## src/rtl/serial_rx.sv

```systemverilog
// serial_rx: 8051 serial port mode 1 receive engine (start, 8 data LSB first, stop),
// sampled at a 16x oversampled baud with a 2-of-3 majority vote per bit.
// Ports:
//   clock, reset     - system clock, asynchronous active-high reset
//   baud_tick        - one-cycle strobe at 16x baud
//   ren, sm2         - SCON.REN receive enable, SCON.SM2 stop-bit qualification
//   rxd              - asynchronous receive pin
//   ri_clr           - software clear of RI (also clears frame_err)
//   sbuf, rb8, ri    - received byte, received stop bit, receive-complete flag
//   frame_err        - last stop bit was sampled as 0
module serial_rx #(
    parameter int unsigned OVERSAMPLE = 16
) (
    input  logic       clock,
    input  logic       reset,
    input  logic       baud_tick,
    input  logic       ren,
    input  logic       sm2,
    input  logic       rxd,
    input  logic       ri_clr,
    output logic [7:0] sbuf,
    output logic       rb8,
    output logic       ri,
    output logic       frame_err
);

    localparam int unsigned CNT_W    = 4;
    localparam int unsigned DATA_W   = 8;
    localparam int unsigned IDX_W    = 3;
    localparam logic [CNT_W-1:0] CNT_LAST = CNT_W'(OVERSAMPLE - 1);
    localparam logic [CNT_W-1:0] CNT_S7   = CNT_W'(7);
    localparam logic [CNT_W-1:0] CNT_S8   = CNT_W'(8);
    localparam logic [CNT_W-1:0] CNT_S9   = CNT_W'(9);
    localparam logic [IDX_W-1:0] IDX_LAST = IDX_W'(DATA_W - 1);

    localparam logic [1:0] IDLE  = 2'd0;
    localparam logic [1:0] START = 2'd1;
    localparam logic [1:0] DATA  = 2'd2;
    localparam logic [1:0] STOP  = 2'd3;

    logic              rxd_s1, rxd_s2, rxd_q;
    logic [1:0]        state, state_d;
    logic [CNT_W-1:0]  cnt, cnt_d;
    logic [IDX_W-1:0]  bit_idx, bit_idx_d;
    logic              smp7, smp7_d, smp8, smp8_d;
    logic [DATA_W-1:0] shreg, shreg_d;
    logic [DATA_W-1:0] sbuf_d;
    logic              rb8_d, ri_d, frame_err_d;
    logic              vote_c;

    // Two-flop synchronizer plus previous-value register for falling-edge detect
    always_ff @(posedge clock or posedge reset) begin
        if (reset) begin
            rxd_s1 <= 1'b1;
            rxd_s2 <= 1'b1;
            rxd_q  <= 1'b1;
        end else begin
            rxd_s1 <= rxd;
            rxd_s2 <= rxd_s1;
            rxd_q  <= rxd_s2;
        end
    end

    // Majority of the samples at cnt 7, 8 and the live sample at cnt 9
    assign vote_c = (smp7 & smp8) | (smp7 & rxd_s2) | (smp8 & rxd_s2);

    // State and datapath registers
    always_ff @(posedge clock or posedge reset) begin
        if (reset) begin
            state     <= IDLE;
            cnt       <= '0;
            bit_idx   <= '0;
            smp7      <= 1'b1;
            smp8      <= 1'b1;
            shreg     <= '0;
            sbuf      <= '0;
            rb8       <= 1'b0;
            ri        <= 1'b0;
            frame_err <= 1'b0;
        end else begin
            state     <= state_d;
            cnt       <= cnt_d;
            bit_idx   <= bit_idx_d;
            smp7      <= smp7_d;
            smp8      <= smp8_d;
            shreg     <= shreg_d;
            sbuf      <= sbuf_d;
            rb8       <= rb8_d;
            ri        <= ri_d;
            frame_err <= frame_err_d;
        end
    end

    // Next-state and next-output logic
    always_comb begin
        state_d     = state;
        cnt_d       = cnt;
        bit_idx_d   = bit_idx;
        smp7_d      = smp7;
        smp8_d      = smp8;
        shreg_d     = shreg;
        sbuf_d      = sbuf;
        rb8_d       = rb8;
        ri_d        = ri;
        frame_err_d = frame_err;

        // Clear first so a same-cycle set below takes precedence
        if (ri_clr) begin
            ri_d        = 1'b0;
            frame_err_d = 1'b0;
        end

        if ((state != IDLE) && !ren) begin
            state_d = IDLE;
        end else if (state == IDLE) begin
            if (ren && rxd_q && !rxd_s2) begin
                cnt_d   = '0;
                state_d = START;
            end
        end else if (baud_tick) begin
            cnt_d = cnt + CNT_W'(1);
            if (cnt == CNT_S7) smp7_d = rxd_s2;
            if (cnt == CNT_S8) smp8_d = rxd_s2;

            case (state)
                START: begin
                    if ((cnt == CNT_S9) && vote_c) begin
                        state_d = IDLE;
                    end else if (cnt == CNT_LAST) begin
                        state_d   = DATA;
                        bit_idx_d = '0;
                    end
                end
                DATA: begin
                    if (cnt == CNT_S9) shreg_d = {vote_c, shreg[DATA_W-1:1]};
                    if (cnt == CNT_LAST) begin
                        if (bit_idx == IDX_LAST) state_d = STOP;
                        else                     bit_idx_d = bit_idx + IDX_W'(1);
                    end
                end
                STOP: begin
                    if (cnt == CNT_S9) begin
                        // ri_d already reflects a same-cycle software clear
                        if (!ri_d && (!sm2 || vote_c)) begin
                            sbuf_d = shreg;
                            rb8_d  = vote_c;
                            ri_d   = 1'b1;
                        end
                        frame_err_d = ~vote_c;
                        state_d     = IDLE;
                    end
                end
                default: ;
            endcase
        end
    end

endmodule

```

## config.mk

```make
export PLATFORM = sky130hd
export DESIGN_NAME = serial_rx
export DESIGN_NICKNAME = d
export VERILOG_FILES = /design/src/rtl/serial_rx.sv
export SDC_FILE = /design/constraint.sdc
export NUM_CORES = 1
export LEC_CHECK = 0
export ABC_AREA = 1
export CORE_MARGIN = 1
export CORE_UTILIZATION = 40
export DETAILED_ROUTE_END_ITERATION = 8
export MAX_ROUTING_LAYER = met4
export PLACE_DENSITY = 0.57
export SYNTH_ARGS = -nofsm -noshare
export SYNTH_HDL_FRONTEND = slang
export SYNTH_SLANG_ARGS = --single-unit
```

## constraint.sdc

```tcl
create_clock -name clock -period 3.45 [get_ports clock]
set_input_delay 0.69 -clock clock [delete_from_list [all_inputs] [get_ports clock]]
set_output_delay 0.69 -clock clock [all_outputs]
set_load 0.01 [all_outputs]
```

==> flow_summary.ini <==
[outcome]
outcome = finished, final reports clean

[clocking]
h-tree-depth = 2
cts_resized = 0
cts_tree = built
worstSkewPairLatency_ps = 280
cts_buffers = 5
root_buffer = clkbuf_8
cts_buffer_depth = 2
cts_setup_buffers = 0
cts_num_sinks = 33
clkTransAtPathRegs_ps = 70
holdBufCountCts = 0

[yosys]
synth_compound_area_share_pct = 13.57
synth_top_family_by_area = simple AND/OR/NAND/NOR gates
synth-seq-cells = 33
synth_warnings = 0
synth.net_count = 192
synthMuxAreaShare_pct = 0
synth_xor_area_share_pct = 0
synth.distinct_cells = 24
synth-simple-area-share_pct = 21.90
syn-cell-area_um2 = 1577
yosys.area_share.adder_pct = 3.968
syn_inst = 180
ys_seq_area_share_pct = 52.78
syn_avg_cell_area_um2 = 8.758

[pwr]
ir_worst_vdd_mv = 0.2063
powerDensity_nw_per_um2 = 514.3
p_leak_nw = 0.8790
power_w = 0.0009672

[timing]
finalSetupViolCount = 0
hold-worst-slack_ps = 357.0
rsz0062_at_grt = no
fin_ws_ps = 1538
worstMarginPinSlew_ps = 440.7
finalSetupTns_ps = 0
fin_crit_sh_pct = 55.41
slew_headroom_pct = 70.58
skew_ps = 2.392
maxSlewViolCount = 0
fmax_mhz = 523.1
hold_viol_final = 0
period_minus_slack_ps = 1912

[hold_path]
min_path_cells = 0
holdPathEnd = rxd_s2
worstHoldStart = rxd_s1
min_path_type = flip-flop to flip-flop

[global_routing]
grt_pass1_wl_um = 5085
grtUsageTotal_pct = 16.66
met1_usage_pct = 20.02
antenna_found_initial = 0
grt_max_degree = 34
grtUsageMet3_pct = 5.282
grt_pass1_vias = 1161
grt_use_met2_pct = 26.30
overflow = 0
busiest_layer = met2

[placement]
port_buffers = 17
dp_slack_ps = 1208
placed_cells = 244
gp_congestion = 0.8101
hpwl_um = 2108

[routing]
drc = 0
postRouteAntennaNets = 0
drt_pre_antenna_iters = 4
routed_wl_um = 2819
via_per_inst = 4.734
vias = 1193
wl_per_cell_um = 11.19
drtIter0Drc = 40

[finish]
drive_above_1_share_pct = 16.67
n_antenna_cell = 0
fillCellCount = 361
final_common_cell = nand2_1
instances_no_fill = 252
nets = 215
final_cell_mix = 50 x nand2_1, 28 x dfrtp_1, 25 x inv_1
area_growth_pct = 19.29

[critical_path]
crit-reg2reg-launch = cnt[1]
critPathKind = primary input to flip-flop
r2r-end = sbuf[4]
required_ps = 3610
reg2regPathDepth = 7
endpoint_kind = flip-flop
worstPathArrival_ps = 2070
rrSetupSlack_ps = 1670
critPathMaxFanout = 18
startpoint_type = primary input

[die]
ios = 18
num_rows = 22
chipHeight_um = 64.78
fp.dieW_um = 64.78
initial_core_util_pct = 42.42
die_area_um2 = 4196
core_um2 = 3716

[job]
max-cap-violations = 0
==> synth_stat cells <==
library cell / count / area, µm²
nand2_1: 50 / 187.7
dfrtp_1: 28 / 700.7
inv_1: 25 / 93.84
o21ai_0: 18 / 90.09
o21ai_2: 9 / 78.83
nand3_1: 8 / 40.04
nor2_1: 8 / 30.03
a21oi_1: 6 / 30.03
dfstp_2: 5 / 131.4
ha_1: 5 / 62.56
inv_2: 2 / 7.510
nand3_2: 2 / 20.02
nand3b_1: 2 / 15.01
nor2_2: 2 / 12.51
a31o_2: 1 / 8.760
a31oi_1: 1 / 6.260
buf_2: 1 / 5.000
buf_6: 1 / 11.26
clkinv_2: 1 / 5.000
nand2_2: 1 / 6.260
nand4_1: 1 / 6.260
nor2_4: 1 / 11.26
nor3_2: 1 / 10.01
or2_2: 1 / 6.260
==> how the worst max path moves through the flow <==
stage                         start         end  slack (ps)
final                     baud_tick     sbuf[4]        1540
after global routing            ren     sbuf[7]        1410
after CTS                 baud_tick     sbuf[4]        1510
after detailed placement  baud_tick     sbuf[4]        1210
after global placement    baud_tick     sbuf[5]        1230
after floorplan                 ren  bit_idx[0]        1970
==> power by group <==
group / leakage [nW] / switching, W / internal [W]
Sequential: 0.438 / 0.0000389 / 0.000429
Combinational: 0.396 / 0.000142 / 0.0000777
Clock: 0.0450 / 0.000139 / 0.000140
Total: 0.879 / 0.000321 / 0.000646
==> area by class of cell <==
class                      count  area, µm²  area share, %
clock buffer                   6      72.57          3.859
clock inverter                 2      10.01         0.5323
inverter                      28      106.4          5.655
multi-input combinational    117      621.8          33.07
sequential                    33      832.0          44.24
tap                           48      60.06          3.194
timing repair buffer          18      177.7          9.448
==> metal layers <==
metal | routed length, µm | vias to the layer above
met5 | 0 | -
met4 | 46 | 0
met2 | 1364 | 15
li1 | - | 615
met3 | 87 | 6
met1 | 1321 | 557
==> worst max-delay path, stage by stage <==
cell             delay, ps
clkdlybuf4s50_1        500
inv_1                   90
nor2_4                 160
nand3_2                380
nand2_1                190
o21ai_2                 70
==> cell families (layout without fill, tap and decap cells) <==
| group | Yosys count | count (layout) |
|---|---|---|
| and+or+nand+nor | 77 | 77 |
| buffers and inverters | 30 | 54 |
| adders and majority gates | 5 | 5 |
| AOI/OAI and AO/OA | 35 | 35 |
| DFF | 33 | 33 |
==> through the flow <==
| stage | utilization (%) | cell area (µm²) |
|---|---|---|
| final | 50.61 | 1881 |
| after global routing | 50.61 | 1881 |
| after CTS | 50.61 | 1881 |
| after detailed placement | 48.38 | 1798 |
| after global placement | 48.38 | 1798 |
| after floorplan | - | 1577 |
==> registers in the layout, indices dropped and copies added, names as in the netlist, 2 cells and up <==
register,flops
bit_idx,3
cnt,4
state,2
shreg,8
sbuf,8
(Power assumes the default switching activity.)
